## config.mk

```make
export PLATFORM = sky130hd
export DESIGN_NAME = step_pos_decoder
export DESIGN_NICKNAME = d
export VERILOG_FILES = /design/src/rtl/step_pos_decoder.sv
export SDC_FILE = /design/constraint.sdc
export NUM_CORES = 1
export LEC_CHECK = 0
export CORE_MARGIN = 4
export CORE_UTILIZATION = 30
export DETAILED_ROUTE_END_ITERATION = 12
export GPL_TIMING_DRIVEN = 0
export PLACE_DENSITY = 0.56
export SYNTH_ARGS = -nofsm -noshare
export SYNTH_HDL_FRONTEND = slang
export SYNTH_SLANG_ARGS = --single-unit
```

## constraint.sdc

```tcl
create_clock -name clock -period 6.48 [get_ports clock]
set_input_delay 1.296 -clock clock [delete_from_list [all_inputs] [get_ports clock]]
set_output_delay 1.296 -clock clock [all_outputs]
set_load 0.005 [all_outputs]
```

## src/rtl/step_pos_decoder.sv

```systemverilog
// rtl/step_pos_decoder.sv - two-axis step/dir position decoder; STEP_POS_LIMIT_EN compiles in soft limits
module step_pos_decoder #(
    parameter int          SYNC_STAGES  = 2,
    parameter int          MIN_PERIOD   = 100,
    parameter int          IDLE_TIMEOUT = 1000000,
    parameter logic [31:0] X_MAX        = 32'd20000,
    parameter logic [31:0] Y_MAX        = 32'd20000
) (
    input  logic        clock,
    input  logic        reset,
    input  logic        step_x,
    input  logic        step_y,
    input  logic        dir_x,
    input  logic        dir_y,
    input  logic        clear_x,
    input  logic        clear_y,
    output logic [31:0] pos_x,
    output logic [31:0] pos_y,
    output logic        moving_x,
    output logic        moving_y,
    output logic        overspeed_x,
    output logic        overspeed_y,
    output logic        limit_x,
    output logic        limit_y
);
    typedef enum logic {IDLE = 1'b0, MOVING = 1'b1} state_t;

    localparam logic [31:0] MIN_GAP   = 32'(MIN_PERIOD - 1);
    localparam logic [31:0] IDLE_GAP  = 32'(IDLE_TIMEOUT - 1);
    localparam logic [2:0]  FILL_DONE = 3'(SYNC_STAGES);

`ifdef STEP_POS_LIMIT_EN
    localparam logic [1:0][31:0] POS_MAX = {Y_MAX, X_MAX};
`else
    logic unused_pos_max;
    assign unused_pos_max = ^{X_MAX, Y_MAX};
`endif

    // Index 0 is the X axis, index 1 the Y axis.
    logic [1:0]                  step_in, dir_in, clear_in;
    logic [1:0][SYNC_STAGES-1:0] step_sync_q, step_sync_d;
    logic [1:0][SYNC_STAGES-1:0] dir_sync_q, dir_sync_d;
    logic [1:0]                  step_prev_q, step_prev_d;
    logic [1:0][2:0]             fill_q, fill_d;
    logic [1:0]                  armed_q, armed_d;
    logic [1:0]                  seen_q, seen_d;
    logic [1:0][31:0]            gap_q, gap_d;
    logic [1:0][31:0]            pos_q, pos_d;
    logic [1:0]                  overspeed_q, overspeed_d;
    logic [1:0]                  limit_q, limit_d;
    state_t                      state_q [2];
    state_t                      state_d [2];
    logic [1:0]                  step_level, step_dir, step_edge;

    assign step_in  = {step_y, step_x};
    assign dir_in   = {dir_y, dir_x};
    assign clear_in = {clear_y, clear_x};

    always_comb begin
        for (int a = 0; a < 2; a++) begin
            step_sync_d[a] = {step_sync_q[a][SYNC_STAGES-2:0], step_in[a]};
            dir_sync_d[a]  = {dir_sync_q[a][SYNC_STAGES-2:0], dir_in[a]};
            step_level[a]  = step_sync_q[a][SYNC_STAGES-1];
            step_dir[a]    = dir_sync_q[a][SYNC_STAGES-1];
            step_prev_d[a] = step_level[a];
            fill_d[a]      = (fill_q[a] == FILL_DONE) ? fill_q[a] : fill_q[a] + 3'd1;
            // A level held high across reset must be seen low before any edge counts.
            armed_d[a]     = armed_q[a] | ((fill_q[a] == FILL_DONE) & ~step_level[a]);
            step_edge[a]   = armed_q[a] & step_level[a] & ~step_prev_q[a];

            gap_d[a]       = gap_q[a];
            pos_d[a]       = pos_q[a];
            seen_d[a]      = seen_q[a];
            overspeed_d[a] = overspeed_q[a];
            limit_d[a]     = limit_q[a];
            state_d[a]     = state_q[a];

            if (clear_in[a]) begin
                gap_d[a]       = 32'd0;
                pos_d[a]       = 32'd0;
                seen_d[a]      = 1'b0;
                overspeed_d[a] = 1'b0;
                state_d[a]     = IDLE;
`ifdef STEP_POS_LIMIT_EN
                limit_d[a]     = 1'b1;
`endif
            end else if (step_edge[a]) begin
                gap_d[a]   = 32'd0;
                seen_d[a]  = 1'b1;
                state_d[a] = MOVING;
                if (seen_q[a] && (gap_q[a] < MIN_GAP)) begin
                    overspeed_d[a] = 1'b1;
                end
`ifdef STEP_POS_LIMIT_EN
                if (!step_dir[a]) begin
                    if (pos_q[a] < POS_MAX[a]) pos_d[a] = pos_q[a] + 32'd1;
                end else if (pos_q[a] != 32'd0) begin
                    pos_d[a] = pos_q[a] - 32'd1;
                end
                limit_d[a] = (pos_d[a] == 32'd0) || (pos_d[a] == POS_MAX[a]);
`else
                pos_d[a] = step_dir[a] ? pos_q[a] - 32'd1 : pos_q[a] + 32'd1;
`endif
            end else begin
                if (gap_q[a] != 32'hFFFF_FFFF) gap_d[a] = gap_q[a] + 32'd1;
                if ((state_q[a] == MOVING) && (gap_q[a] == IDLE_GAP)) state_d[a] = IDLE;
            end
        end
    end

    always_ff @(posedge clock) begin
        if (reset) begin
            step_sync_q <= '0;
            dir_sync_q  <= '0;
            step_prev_q <= '0;
            fill_q      <= '0;
            armed_q     <= '0;
            seen_q      <= '0;
            gap_q       <= '0;
            pos_q       <= '0;
            overspeed_q <= '0;
            limit_q     <= '0;
            state_q     <= '{IDLE, IDLE};
        end else begin
            step_sync_q <= step_sync_d;
            dir_sync_q  <= dir_sync_d;
            step_prev_q <= step_prev_d;
            fill_q      <= fill_d;
            armed_q     <= armed_d;
            seen_q      <= seen_d;
            gap_q       <= gap_d;
            pos_q       <= pos_d;
            overspeed_q <= overspeed_d;
            limit_q     <= limit_d;
            state_q     <= state_d;
        end
    end

    assign pos_x       = pos_q[0];
    assign pos_y       = pos_q[1];
    assign moving_x    = (state_q[0] == MOVING);
    assign moving_y    = (state_q[1] == MOVING);
    assign overspeed_x = overspeed_q[0];
    assign overspeed_y = overspeed_q[1];
    assign limit_x     = limit_q[0];
    assign limit_y     = limit_q[1];
endmodule

```

==> metrics.md, run 1 <==
| Metric | Value |
|---|---|
| Vias/cell | 5.02 |
| Leak Pwr | 0.00426 uW |
| Synth async-reset ratio | 0% |
| Proportion of layout cells with a drive suffix above 1 | 3.85% |
| CP required | 6.79 ns |
| Count of final hold-check violations | 0 |
| Row count | between 60 and 70 |
| Area contributors post-synth | dfxtp_1, ha_1, a21oi_1, nand2_1, nor2_1 |
| Fin util | ~37% |
| Cells after synthesis | 1140 |
| Final antenna-violating net count | 0 |
| GPL Wtd Cong | 0.841 |
| Yosys top cell by area | dfxtp_1 |
| Vias in the first global route | 7704 |
| Clock Path Buffers | 2 |
| Post-synthesis sequential area ratio | 33.5% |
| # setup viols final | 0 |
| Max Slew Vio Count | 0 |
| Final hold slack | 0.427 ns |
| Inserted Diodes | 0 |
| Gr ovfl total | 0 |
| Initial DRT Pass Iterations | 6 |
| Commonest non-fill, non-tap cell in the layout | dfxtp_1 |
| Synth warn | 0 |
| Post-DP HPWL | about 17 mm |
| Cell Area, Synth | approximately 0.0091 mm2 |
| CTS buffer count | 17 |
| Placed Area | 0.0103 mm2 |
| Post-Layout Cell Count | around 1600 |
| Area Growth Syn to Fin | 19.9% |
| Number of synthesized flops with an enable pin | 0 |
| Pwr/cell area | 193 mW/mm2 |
| Slew headroom | 49.5% |
| Critical Path Sink Type | flop |
| Clock Latency Late Sink | 0.42 ns |
| CTS H-tree depth | 4 |
| # resized after CTS | 0 |
| Critical path class | reg -> reg |
| Hold buffer count at CTS | 0 |
| Initial detailed-routing violation count | 330 |
| Buffer count from post-CTS setup fixing | 0 |
| Final Cycle Share | approximately 56% |
| Initial core utilization | a little over 30% |
| Max-Cap Viols | 0 |
| Initial antenna violation count | 0 |
| Synth unique cells | 63 |
| Commonest cells after routing, fill and taps aside | dfxtp_1, nand2_1, nor2_1 |
| Post-synth top area share | approximately a third |
| Drc violations | 0 |
| Sum Neg Setup Slack | 0 ns |
| Die Y | about 180 um |
| Final worst clock skew | ~0.013 ns |
| Status | completed |
| Fmax | 274 MHz |
| Synth Register Bits | 152 |
| Design Area, Final | between 0.01 and 0.015 mm2 |
| CTS tree | yes |
| Die width | 182 um |
| First-pass GRT wire length | 38.0 mm |
| Hold Path Class | reg -> reg |
| WP data arrival | 3.96 ns |
| IO Count | 78 |
| I/O Buffers | 75 |
| Average cell area after synthesis | 7.97 um2 |
| Period minus WS final | 3.65 ns |
| Maximum vdd drop | 0.000148 V |
| DR WL/cell | roughly 14 um |
| Largest net degree at the start of global routing | 34 |
| Clock sinks | approximately 150 |
| Vias | approximately 8200 |
| DRT Wirelength | 22.8 mm |
| Root buffer cell | clkbuf_16 |
| Post-synth top flop | dfxtp_1 |
| Worst slew pin tran | 0.758 ns |
| RSZ-0062 raised after global routing | no |
| CP max FO | 33 |
| Inst Count DP | 1606 |
| Die ar. | 0.0332 mm2 |
| Clk slew on worst S/H paths | 0.07 ns |
| Startpoint types | flop |
| Core Box Area | 0.0298 mm2 |
| Global Route Usage Sum | 13.5% |
| Layout Nets | ~1300 |
==> stage by stage <==
| stage | power, uW | setup WS (ns) |
|---|---|---|
| detailed placement | 1160 | 2.35 |
| global route | 2220 | 2.67 |
| floorplan | 1120 | 3.06 |
| CTS | 2140 | 2.34 |
| global placement | 1160 | 2.34 |
| finish | 2110 | 2.83 |
==> cells in the mapped netlist (16+ instances only) <==
library cell and number:
o21ai_0 46, nand2_1 140, nor2b_1 16, dfxtp_1 152, a211oi_1 16, inv_1 25, a21o_1 33, ha_1 66
xor2_1 48, nor2_1 125, xnor2_1 45, clkbuf_1 36, nand3_1 37, a21oi_1 117, or3_1 25, nand4_1 27
and3_1 26, and4_1 16
==> layer usage <==
layer  GRT usage, %  up-vias  share of wire (%)
li1               -     4284                  -
met1           18.3     3803                 50
met2           22.3      118                 45
met3           2.57       23                3.1
met4           3.30        0                1.3
met5              0        -                  0
==> final cells by class <==
class | count | area, um2
Clock inverter | 10 | 93.8
Multi-Input combinational cell | 922 | 5790
Inverter | 25 | 93.8
Buffer | 42 | 165
Sequential cell | 152 | 3050
Clock buffer | 22 | 474
Fill cell | 3132 | 18900
Timing Repair Buffer | 75 | 751
Tap cell | 390 | 488
==> report_power, final <==
part / internal (uW) / switching (uW) / leakage (uW)
clock: 560 / 407 / 0.000272
combinational: 63.9 / 97.0 / 0.00276
sequential: 959 / 22.7 / 0.00123
==> cell families (layout without fill, tap and decap cells) <==
group / count (synthesis) / after routing / share of synthesized area, %
compound gates: 281 / 281 / 19.4
xor+xnor: 93 / 93 / 8.96
fa+ha+maj: 68 / 68 / 9.52
buf+inv: 67 / 174 / 2.85
flops: 152 / 152 / 33.5
mux: 3 / 3 / 0.330
other cells: 1 / 2 / 0.0412
simple gates: 475 / 475 / 25.4
==> registers in the layout, summed over array words and instances, names as in the netlist, 6 cells and up <==
name	flops
fill_q	6
gap_q	64
pos_x	32
pos_y	32
==> worst max-delay path: stages (launching register included) <==
cell and delay, ns:
dfxtp_2 0.81, ha_1 0.42, a211oi_1 0.37, o21ai_1 0.18, and3_1 0.21, o211a_1 0.28, o31a_1 0.35, a311oi_2 0.38
o31ai_1 0.15, xor2_1 0.16, a22o_1 0.20
==> path summary, 6_finish.rpt <==
kind | endpoint | slack [ns] | cells past startpoint | startpoint
setup / recovery | pos_y[30]$_SDFFE_PP0P_ | 2.83 | 10 | dir_sync_q[3]$_SDFF_PP0_
hold / removal | dir_sync_q[3]$_SDFF_PP0_ | 0.43 | 1 | dir_sync_d[3]$_SDFF_PP0_
setup reg to reg | pos_y[30]$_SDFFE_PP0P_ | 2.83 | 10 | dir_sync_q[3]$_SDFF_PP0_
hold reg to reg | dir_sync_q[3]$_SDFF_PP0_ | 0.43 | 1 | dir_sync_d[3]$_SDFF_PP0_
(Power assumes the default switching activity.)
==> inputs of run 2 (changes only) <==
clock period = 3.55 ns   (was 6.48 ns; I/O delays follow)
==> metrics.md, run 2 (same netlist as run 1, synthesis figures left out) <==
| Metric | Value |
|---|---|
| Max Slew Vio Count | 0 |
| Max reg flops | between 60 and 70 |
| Internal power | between 2000 and 3000 uW |
| Worst slew pin tran | 0.703 ns |
| # resized after CTS | 3 |
| Crit-path cells | ha_1 -> a2111oi_2 -> o21ai_1 -> and3_1 -> o211a_1 -> o31a_1 -> a311oi_2 -> o31ai_1 -> xor2_1 -> a22o_1 |
| WP data arrival | around 3.7 ns |
| CTS buffer count | 17 |
| DP Worst Slack | -0.581 ns |
| Hold Path Class | reg -> reg |
| DRT Wirelength | 22.8 mm |
| Startpoint types | flop |
| CP max FO | 33 |
| Vias in the first global route | roughly 7700 |
| Seq pwr share | 46.5% |
| Die ar. | roughly 0.033 mm2 |
| Status | completed |
| Root buffer cell | clkbuf_16 |
| Clock Path Buffers | 2 |
| Largest net degree at the start of global routing | 34 |
| First-pass GRT wire length | 38.0 mm |
| Initial detailed-routing violation count | 366 |
| Sw frac | approximately 25% |
| GPL Wtd Cong | 0.841 |
| Max-Cap Viols | 0 |
| Critical Path Sink Type | flop |
| Net Sw Power | 961 uW |
| CP required | 3.87 ns |
| Clock Latency Late Sink | 0.42 ns |
| Area Growth Syn to Fin | 20.0% |
| Proportion of layout cells with a drive suffix above 1 | 3.85% |
| Final Cycle Share | a little over nine tenths |
| Pwr/cell area | 353 mW/mm2 |
| RSZ-0062 raised after global routing | no |
| Commonest cells after routing, fill and taps aside | dfxtp_1, nand2_1, nor2_1 |
| Initial antenna violation count | 0 |
| Initial core utilization | 30.5% |
| Count of final hold-check violations | 0 |
| Maximum vdd drop | 0.000271 V |
| Clk pwr share | a little under half |
| Initial DRT Pass Iterations | 6 |
| Final antenna-violating net count | 0 |
| CTS tree | yes |
| Slew headroom | 53.2% |
| Layout Nets | 1311 |
| # setup viols final | 0 |
| Comb pwr share | 7.6% |
| Vias/cell | around 5.0 |
| CTS H-tree depth | 4 |
| Post-DP HPWL | 16.7 mm |
| Drc violations | 0 |
| Clk slew on worst S/H paths | 0.07 ns |
| Fill cells | 3132 |
| Commonest non-fill, non-tap cell in the layout | dfxtp_1 |
| Critical path class | reg -> reg |
| I/O Buffers | 75 |
| DR WL/cell | 13.9 um |
| Row count | 63 |
| Vias | 8226 |
| Die width | 182 um |
| Gr ovfl total | 0 |
| Period minus WS final | between 3 and 4 ns |
| Fin util | between 30% and 40% |
| Inserted Diodes | 0 |
| Top reg by flops | gap_q |
| Hold buffer count at CTS | 0 |
| Die Y | roughly 180 um |
| Global Route Usage Sum | between 10% and 20% |
| Crit-path slowest cell | dfxtp_4 |
| Fmax | roughly 300 MHz |
| IO Count | 78 |
| Final worst clock skew | 0.0109 ns |
| Critical path's largest stage delay | 0.61 ns |
| Leak Pwr | 0.00426 uW |
| Final hold slack | about 0.43 ns |
| Final worst setup slack | 0.171 ns |
| Clock sinks | between 150 and 200 |
| Buffer count from post-CTS setup fixing | 0 |
| Core Box Area | 0.0298 mm2 |
[run 2: cell counts in the layout (fill, tap and decap cells not counted)]
Identical to the previous run, type by type.
[run 2: final timing paths]
kind	startpoint	to	slack [ns]	cells after the start
min reg2reg	dir_sync_d[3]$_SDFF_PP0_	dir_sync_q[3]$_SDFF_PP0_	0.43	1
max reg2reg	dir_sync_q[3]$_SDFF_PP0_	pos_y[30]$_SDFFE_PP0P_	0.17	10
min	dir_sync_d[3]$_SDFF_PP0_	dir_sync_q[3]$_SDFF_PP0_	0.43	1
max	dir_sync_q[3]$_SDFF_PP0_	pos_y[30]$_SDFFE_PP0P_	0.17	10
[run 2: through the flow]
stage / cell area (um2) / power, uW / TNS, ns / std cells
2_1_floorplan: 9090 / 2040 / 0 / 1141
3_3_place_gp: 10300 / 2120 / -6.95 / 1606
3_5_place_dp: 10300 / 2120 / -6.60 / 1606
4_1_cts: 10900 / 3910 / 0 / 1638
5_1_grt: 10900 / 4040 / 0 / 1638
6_report: 10900 / 3850 / 0 / 1638
[run 2: metal layers]
| layer | track usage, % | share of wire, % | up-vias | wire, um |
|---|---|---|---|---|
| li1 | - | - | 4284 | - |
| met1 | 18.3 | 50 | 3798 | 11400 |
| met2 | 22.4 | 46 | 123 | 10400 |
| met3 | 2.57 | 3.4 | 21 | 765 |
| met4 | 3.30 | 1.2 | 0 | 280 |
| met5 | 0 | 0 | - | 0 |
[run 2: critical path, delay by kind of cell, from the launching register on]
family | cells | cell delay, ns
AOI/OAI and AO/OA | 7 | 1.89
DFF | 1 | 0.61
adders and majority gates | 1 | 0.39
and+or+nand+nor | 1 | 0.21
xor gates and xnor gates | 1 | 0.16
[run 2: cell type report]
| cell class | count | area, um2 | share of cell area (%) |
|---|---|---|---|
| well taps | 390 | 488 | 4.47 |
| flip-flops and latches | 152 | 3050 | 28.0 |
| repair buffers | 75 | 751 | 6.88 |
| clock inverters | 10 | 93.8 | 0.860 |
| clock buffers | 22 | 474 | 4.35 |
| inverters | 25 | 93.8 | 0.860 |
| multi-input cells | 922 | 5790 | 53.1 |
| plain buffers | 42 | 165 | 1.51 |
[run 2: power by group through the flow]
stage / sequential, uW / clock (uW) / combinational [uW]
floorplan: 1820 / 0 / 221
global placement: 1830 / 0 / 292
detailed placement: 1830 / 0 / 295
CTS: 1790 / 1830 / 297
global route: 1800 / 1910 / 342
finish: 1790 / 1760 / 293
==> inputs of run 3 (changes only) <==
clock period = 3.2 ns   (was 3.55 ns; I/O delays follow)
==> metrics.md, run 3 (same netlist as run 1, synthesis figures left out) <==
| Metric | Value |
|---|---|
| Hold Path Class | reg -> reg |
| Leak Pwr | about 0.0044 uW |
| Initial core utilization | 30.5% |
| Seq pwr share | around 45% |
| Area of the multi-input gates | a little under 0.006 mm2 |
| Gr ovfl total | 0 |
| Maximum vdd drop | 0.000311 V |
| Sum Neg Setup Slack | 0 ns |
| Drc violations | 0 |
| Area Growth Syn to Fin | 22.4% |
| Startpoint types | flop |
| Hold path cells | 1 |
| CTS tree | yes |
| WP data arrival | 3.41 ns |
| # setup viols final | 0 |
| Commonest cells after routing, fill and taps aside | dfxtp_1, nand2_1, nor2_1 |
| Fill cells | between 3000 and 4000 |
| First-pass GRT wire length | 38.5 mm |
| RSZ-0062 raised after global routing | no |
| Critical path class | reg -> reg |
| Final antenna-violating net count | 0 |
| Vias in the first global route | 7812 |
| R2R cell count | 11 |
| Count of final hold-check violations | 0 |
| Sequential cell area | just over 0.003 mm2 |
| DRT Wirelength | 23.3 mm |
| GPL Wtd Cong | 0.845 |
| CP required | 3.52 ns |
| Fmax | roughly 320 MHz |
| Initial DRT Pass Iterations | 6 |
| Status | completed |
| Root buffer cell | clkbuf_16 |
| Vias | 8325 |
| Max Slew Vio Count | 0 |
| Max-Cap Viols | 0 |
| Crit-path slowest cell | dfxtp_4 |
| Post-DP HPWL | ~17 mm |
| DR WL/cell | roughly 14 um |
| IO Count | 78 |
| Clock Path Buffers | 2 |
| Comb pwr share | just under 8% |
| Final worst clock skew | 0.0108 ns |
| Inst Count DP | ~1600 |
| Final Cycle Share | 96.7% |
| Max reg flops | 64 |
| Largest net degree at the start of global routing | 19 |
| Commonest non-fill, non-tap cell in the layout | dfxtp_1 |
| Post-Layout Cell Count | 1647 |
| CP max FO | 8 |
| Crit-path cells | buf_4 -> ha_1 -> a211o_1 -> a21oi_4 -> o21ba_2 -> o2111a_1 -> o31ai_1 -> a211o_1 -> or2_2 -> and4_1 -> o21a_1 |
| Net Sw Power | 1110 uW |
| Row count | 63 |
| Sw frac | 25.0% |
| Clock Latency Late Sink | 0.43 ns |
| Die ar. | 0.0332 mm2 |
| CTS H-tree depth | 4 |
| Inserted Diodes | 0 |
| Clk pwr share | 47.6% |
| Initial antenna violation count | 0 |
| Period minus WS final | ~3.1 ns |
| Internal power | 3330 uW |
| Critical Path Sink Type | flop |
| Die Y | 182 um |
| Core Box Area | between 0.02 and 0.03 mm2 |
| Pwr/cell area | between 300 and 400 mW/mm2 |
| Initial detailed-routing violation count | between 300 and 400 |
| Global Route Usage Sum | 13.8% |
| Proportion of layout cells with a drive suffix above 1 | between 5 and 6% |
| CP most frequent cell | a211o_1 |
| Layout Nets | 1320 |
| I/O Buffers | 75 |
| Die width | 182 um |
| CTS buffer count | 17 |
| Clk slew on worst S/H paths | about 0.060 ns |
| Top reg by flops | gap_q |
| Critical path's largest stage delay | 0.43 ns |
| Clock sinks | 152 |
| Vias/cell | 5.05 |
| Slew headroom | 50.8% |
| Hold buffer count at CTS | 0 |
| Worst slew pin tran | 0.738 ns |
[run 3: final timing paths]
path,slack (ns),from,end
worst max-delay path,0.11,dir_sync_q[1]$_SDFF_PP0_,pos_x[31]$_SDFFE_PP0P_
worst min-delay path,0.43,dir_sync_d[1]$_SDFF_PP0_,dir_sync_q[1]$_SDFF_PP0_
worst max register to register,0.11,dir_sync_q[1]$_SDFF_PP0_,pos_x[31]$_SDFFE_PP0P_
worst min register to register,0.43,dir_sync_d[1]$_SDFF_PP0_,dir_sync_q[1]$_SDFF_PP0_
[run 3: power by group through the flow]
stage	combinational, uW	clock [uW]	sequential, uW
2_1_floorplan	245	0	2020
3_3_place_gp	323	0	2030
3_5_place_dp	328	0	2030
4_1_cts	339	2170	1980
5_1_grt	396	2250	1990
6_report	349	2110	1980
[run 3: final cells by class]
type | count | share of cell area, %
Sequential cell | 152 | 27.4
Clock buffer | 18 | 3.95
Clock inverter | 14 | 1.56
Multi-Input combinational cell | 922 | 52.7
Tap cell | 390 | 4.39
Timing Repair Buffer | 84 | 7.68
Buffer | 42 | 1.48
Inverter | 25 | 0.844
[run 3: per-stage QoR]
step / utilization (%) / cell area [um2] / worst slack [ns] / power [uW] / hold WS [ns]
finish: 37.3 / 11100 / 0.106 / 4440 / 0.434
global route: 37.3 / 11100 / 0.00575 / 4630 / 0.458
CTS: 36.9 / 11000 / -0.0449 / 4500 / 0.439
detailed placement: 34.7 / 10300 / -0.434 / 2360 / 0.422
global placement: 34.7 / 10300 / -0.421 / 2350 / 0.416
floorplan: - / 9100 / 0.0934 / 2260 / 0.414
[run 3: what timing repair did]
action / CTS / global route
endpoints found under the hold margin: 0 / 0
resized for setup: 2 / 17
pin swaps: 1 / 2
setup buffers: 2 / 7
setup endpoints to repair: 17 / 10
[run 3: worst max-delay path: cells and delay by family, from the launching register on]
family	cells	cell delay, ns
flops	1	0.43
buf+inv	1	0.21
fa+ha+maj	1	0.26
compound gates	7	1.62
simple gates	2	0.47
[run 3: routing by layer]
| metal | track usage, % | routed length, um |
|---|---|---|
| met5 | 0 | 0 |
| met3 | 3.05 | 978 |
| met2 | 21.7 | 10200 |
| met1 | 19.0 | 11600 |
| met4 | 4.17 | 434 |
